### config.mk
export PLATFORM = sky130hd
export DESIGN_NAME = seq_detect_scheduler
export DESIGN_NICKNAME = d
export VERILOG_FILES = /design/src/rtl/seq_detect_scheduler.sv
export SDC_FILE = /design/constraint.sdc
export NUM_CORES = 1
export LEC_CHECK = 0
export CAP_MARGIN = 20
export CORE_MARGIN = 3
export CORE_UTILIZATION = 40
export CTS_CLUSTER_DIAMETER = 100
export DETAILED_ROUTE_END_ITERATION = 6
export SLEW_MARGIN = 20
export SYNTH_ARGS = -nofsm -noshare
export SYNTH_HDL_FRONTEND = slang
export SYNTH_SLANG_ARGS = --single-unit
### constraint.sdc
create_clock -name clk -period 10 [get_ports clk]
set_input_delay 1 -clock clk [delete_from_list [all_inputs] [get_ports clk]]
set_output_delay 1 -clock clk [all_outputs]
set_load 0.01 [all_outputs]
### src/rtl/seq_detect_scheduler.sv
// seq_detect_scheduler: round-robin shared serial pattern detector with per-channel match counters
// Ports:
//   clk, reset        rising-edge clock, asynchronous active-high reset
//   req[NUM_CH]       per-channel bit-valid request (held until granted)
//   din[NUM_CH]       per-channel serial bit, consumed only when granted
//   gnt[NUM_CH]       one-hot combinational grant, zero when no request
//   match_valid       registered pulse: the granted bit completed PATTERN
//   match_ch          channel index of the match, valid with match_valid
//   clr               synchronous clear of all match counters
//   rd_ch, rd_count   counter read select and registered count (1-cycle latency)
// Build option: define SEQ_SCHED_CNT_SAT_EN to make counters saturate instead of wrap.
module seq_detect_scheduler #(
  parameter int NUM_CH = 4,
  parameter int PAT_LEN = 4,
  parameter logic [PAT_LEN-1:0] PATTERN = 4'b0110,
  parameter int CNT_W = 8,
  localparam int CH_W = $clog2(NUM_CH),
  localparam int SEEN_W = $clog2(PAT_LEN)
) (
  input  logic              clk,
  input  logic              reset,
  input  logic [NUM_CH-1:0] req,
  input  logic [NUM_CH-1:0] din,
  output logic [NUM_CH-1:0] gnt,
  output logic              match_valid,
  output logic [CH_W-1:0]   match_ch,
  input  logic              clr,
  input  logic [CH_W-1:0]   rd_ch,
  output logic [CNT_W-1:0]  rd_count
);
  logic [CH_W-1:0]    r_ptr;
  logic [PAT_LEN-2:0] r_hist [NUM_CH];
  logic [SEEN_W-1:0]  r_seen [NUM_CH];
  logic [CNT_W-1:0]   r_cnt  [NUM_CH];
  logic               r_match_valid;
  logic [CH_W-1:0]    r_match_ch;
  logic [CNT_W-1:0]   r_rd_count;
  logic               w_found;
  logic [CH_W-1:0]    w_idx;
  logic [CH_W-1:0]    w_j;
  logic [CH_W-1:0]    w_ptr_nxt;
  logic [PAT_LEN-1:0] w_shift;
  logic               w_match;
  logic [CNT_W-1:0]   w_cnt_nxt;
  // scan from r_ptr upward with wrap; first requester wins
  always_comb begin
    w_found = 1'b0;
    w_idx = '0;
    w_j = '0;
    for (int i = 0; i < NUM_CH; i++) begin
      w_j = CH_W'((int'(r_ptr) + i) % NUM_CH);
      if (!w_found && req[w_j]) begin
        w_found = 1'b1;
        w_idx = w_j;
      end
    end
  end
  assign gnt = w_found ? (NUM_CH'(1) << w_idx) : '0;
  assign w_ptr_nxt = (w_idx == CH_W'(NUM_CH - 1)) ? '0 : w_idx + CH_W'(1);
  // shifted history doubles as the compare window; low PAT_LEN-1 bits become the new history
  assign w_shift = {r_hist[w_idx], din[w_idx]};
  assign w_match = w_found && (w_shift == PATTERN) && (r_seen[w_idx] == SEEN_W'(PAT_LEN - 1));
`ifdef SEQ_SCHED_CNT_SAT_EN
  assign w_cnt_nxt = (&r_cnt[w_idx]) ? r_cnt[w_idx] : r_cnt[w_idx] + CNT_W'(1);
`else
  assign w_cnt_nxt = r_cnt[w_idx] + CNT_W'(1);
`endif
  always_ff @(posedge clk or posedge reset) begin
    if (reset) begin
      r_ptr <= '0;
      r_match_valid <= 1'b0;
      r_match_ch <= '0;
      r_rd_count <= '0;
      for (int k = 0; k < NUM_CH; k++) begin
        r_hist[k] <= '0;
        r_seen[k] <= '0;
        r_cnt[k] <= '0;
      end
    end else begin
      r_match_valid <= w_match;
      r_rd_count <= r_cnt[rd_ch];
      if (w_match)
        r_match_ch <= w_idx;
      if (w_found) begin
        r_ptr <= w_ptr_nxt;
        r_hist[w_idx] <= w_shift[PAT_LEN-2:0];
        if (r_seen[w_idx] != SEEN_W'(PAT_LEN - 1))
          r_seen[w_idx] <= r_seen[w_idx] + SEEN_W'(1);
      end
      // clear wins over a coincident increment
      if (clr) begin
        for (int k = 0; k < NUM_CH; k++)
          r_cnt[k] <= '0;
      end else if (w_match) begin
        r_cnt[w_idx] <= w_cnt_nxt;
      end
    end
  end
  assign match_valid = r_match_valid;
  assign match_ch = r_match_ch;
  assign rd_count = r_rd_count;
endmodule

==> results by group <==
Status
  – Outcome: finished, final reports clean

STA
  – Final Cycle Share: 52.6%
  – Final setup fails: 0
  – Upper clock frequency limit: 190 MHz
  – Slew Viols, Final: 0
  – Min Tclk post-route: 5.26 ns
  – Setup TNS: 0 ns
  – Slew @ Worst Pin: 0.998 ns
  – Final Skew: 0.0145 ns
  – RSZ-0062 raised after global routing: false
  – Relative slew slack: 31.6%
  – Final hold vios: 0

Clock tree
  – Clk buf depth: 2
  – Hold_buf cts: 0
  – Sink Count: 65
  – Post-CTS Resized: 0
  – Post-CTS setup buffers: 0
  – CTS tree: built
  – TritonCTS buffer count: 9
  – Worst-path clk slew: 0.07 ns
  – Htree depth: 3
  – Root Buffer: clkbuf_8
  – Clock Latency Late Sink: 0.34 ns

Setup path
  – Worst path depth: 17
  – Arrival @ worst endpoint: 5.50 ns
  – CP endpoint: r_cnt[23]
  – Reg-to-reg startpoint: r_ptr[1]
  – Top cell family by delay on the critical path: simple AND/OR/NAND/NOR gates
  – Critical path class: in -> reg
  – Worst Reg-to-Reg Cells: 16
  – Reg-to-Reg End: r_cnt[23]
  – CP endpoint kind: flop
  – Most used cell, CP: nand2_1
  – Worst path max stage delay: 0.86 ns
  – Worst-path cell chain: clkdlybuf4s50_1 > nor2b_1 > a221o_1 > and2_1 > buf_4 > inv_2 > nand2_1 > nand3_1 > nand2_1 > inv_1 > ha_1 > nand2_1 > a2111o_1 > a211o_4 > nor4_4 > nor2_1 > a311oi_1
  – Worst R2R Setup Slack: 5.53 ns
  – Slowest CP cell: nor4_4
  – Critical path peak fanout: 28
  – Startpoint types: input pin
  – Critical Path Source: req[1]
  – Critical path required time: 10.24 ns
  – CP bufs+invs: 4

Power
  – Pwr dens: 230 mW/mm^2
  – Design Power: 0.911 mW
  – Static leakage: 1.67 nW
  – VDD IR max: 0.0000933 V

GRT
  – Largest net degree at the start of global routing: 66
  – Initial antenna violation count: 0
  – Total GRT Usage: 16.7%
  – First-pass GRT wire length: 12.9 mm
  – GRT Residual Overflow: 0
  – Vias in the first global route: 2506

Yosys
  – Syn avg cell area: 10.6 um^2
  – Post-synthesis instance total: 325
  – Syn_nets: 344
  – Synthesized area: 0.00345 mm^2
  – #FFs+latches synth: 65
  – Post-synth cell types: 43
  – Register area share after synthesis: 47.2%
  – Synth warn: 0

Place
  – Port Buffer Count: 27
  – Gpl congestion: 0.793
  – Post-DP HPWL: 4.94 mm

Flow run
  – Max-Cap Viols: 0

Floorplan
  – Die height: 98.9 um
  – Die area: 0.00977 mm^2
  – Die width: 98.9 um
  – CORE AREA: 0.00830 mm^2
  – Std-Cell Rows: 33
  – Initial core utilization: 41.6%
  – Io pins: 28

Final layout
  – Layout cell share with drive strength beyond 1: 12.9%
  – Final #Nets: 370
  – Filler cells: 761
  – Layout area overhead: 14.5%
  – FF+latch area: 0.00163 mm^2
  – Area of the multi-input gates: 0.00165 mm^2
  – Number of antenna diodes: 0

Detailed routing
  – DRT antenna net count: 0
  – Initial drt markers: 92
  – Routed wire length: 7.53 mm
  – Vias per inst: 5.37
  – DRC Markers: 0
  – Pre-antenna DRT Iters: 4
  – Wirelength per Cell: 16.3 um
  – Via count: 2475

Hold path
  – Worst Hold Class: reg -> reg
[report_power, final]
group / total (mW) / switching [mW] / leakage, nW / internal, mW
sequential: 0.344 / 0.0292 / 0.864 / 0.315
clock: 0.200 / 0.0962 / 0.0867 / 0.104
combinational: 0.366 / 0.226 / 0.716 / 0.140
total: 0.911 / 0.351 / 1.67 / 0.559
[synthesized netlist by cell type, drive strengths merged]
cell type  instances  area share, %
dfrtp             65             47
nand2             43            4.7
nor2              43            4.7
mux2i             25            7.3
a211oi            23            5.6
inv               20            2.2
o21ai             15            2.2
buf               10            2.3
mux4               9            5.9
mux2               8            2.6
a21oi              6           0.87
ha                 6            2.2
clkbuf             5           0.54
nand3              5           0.73
a311oi             4            1.0
nor4               4            2.5
a21boi             3           0.65
a31oi              3           0.54
nor2b              3           0.54
xor2               3           0.76
a2111o             2           0.65
and3               2           0.36
nand4              2           0.36
xnor2              2           0.51
a211o              1           0.51
a21o               1           0.22
a221o              1           0.29
a311o              1           0.29
and2               1           0.18
nand4b             1           0.25
nor3               1           0.14
o21bai             1           0.22
o221ai             1           0.25
o22ai              1           0.18
o31ai              1           0.22
or2                1           0.18
or3                1           0.18
or4                1           0.22
[stage by stage]
stage / instances / utilization, % / area (um^2) / worst slack, ns / hold slack, ns
2_1_floorplan: 325 / - / 3450 / 5.70 / 0.444
3_3_place_gp: 445 / 45.5 / 3780 / 4.45 / 0.461
3_5_place_dp: 445 / 45.5 / 3780 / 4.43 / 0.465
4_1_cts: 461 / 47.6 / 3950 / 4.78 / 0.480
5_1_grt: 461 / 47.6 / 3950 / 4.42 / 0.518
6_report: 461 / 47.6 / 3950 / 4.74 / 0.474
[worst min path at each step]
stage,from,to,slack (ns),cells after the start
finish,r_hist[8],r_hist[8],0.47,2
floorplan,r_hist[10],r_hist[10],0.44,2
detailed placement,r_hist[8],r_hist[8],0.47,2
global route,r_hist[2],r_hist[2],0.52,2
global placement,r_hist[10],r_hist[10],0.46,2
CTS,r_hist[8],r_hist[8],0.48,2
[area by class of cell]
class	count	area share, %
timing repair buffer	30	7.41
clock buffer	14	4.12
inverter	20	1.90
tap	105	3.32
clock inverter	2	0.317
sequential	65	41.2
multi-input combinational	225	41.8
[routing by layer]
metal / up-vias / part of all wire (%) / global-route usage (%)
met3: 7 / 3.0 / 3.96
met2: 45 / 47 / 25.5
met1: 1212 / 49 / 23.5
met4: 0 / 1.5 / 5.36
met5: - / 0 / 0
li1: 1211 / - / -
[kinds of logic (layout without fill, tap and decap cells)]
logic type	count (synthesis)	count (layout)	synth area share (%)
and+or+nand+nor	108	108	15.0
adders and majority gates	6	6	2.18
DFF	65	65	47.2
muxes	42	42	15.7
AOI/OAI and AO/OA	64	64	13.7
xor gates and xnor gates	5	5	1.27
buffers and inverters	35	66	5.00
[worst min-delay path, cell delays in order (launching register included)]
cell     delay (ns)
dfrtp_1        0.34
nand2_1        0.04
o21ai_0        0.06
[layout by cell type (no fill, tap or decap), types with 5 or more instances in the layout]
cell / instances
clkdlybuf4s50_1: 27
nor2_1: 43
a211oi_1: 19
mux2_2: 8
clkbuf_8: 11
dfrtp_1: 65
inv_1: 17
mux2i_1: 25
a21oi_1: 6
ha_1: 6
mux4_2: 9
nand3_1: 5
o21ai_0: 15
nand2_1: 43
[state kept, by name, indices dropped and copies added (netlist names)]
name,count
r_cnt,32
match_valid,1
rd_count,8
r_seen,8
r_ptr,2
match_ch,2
r_hist,12
No activity file was read; power rests on OpenSTA's default activity.
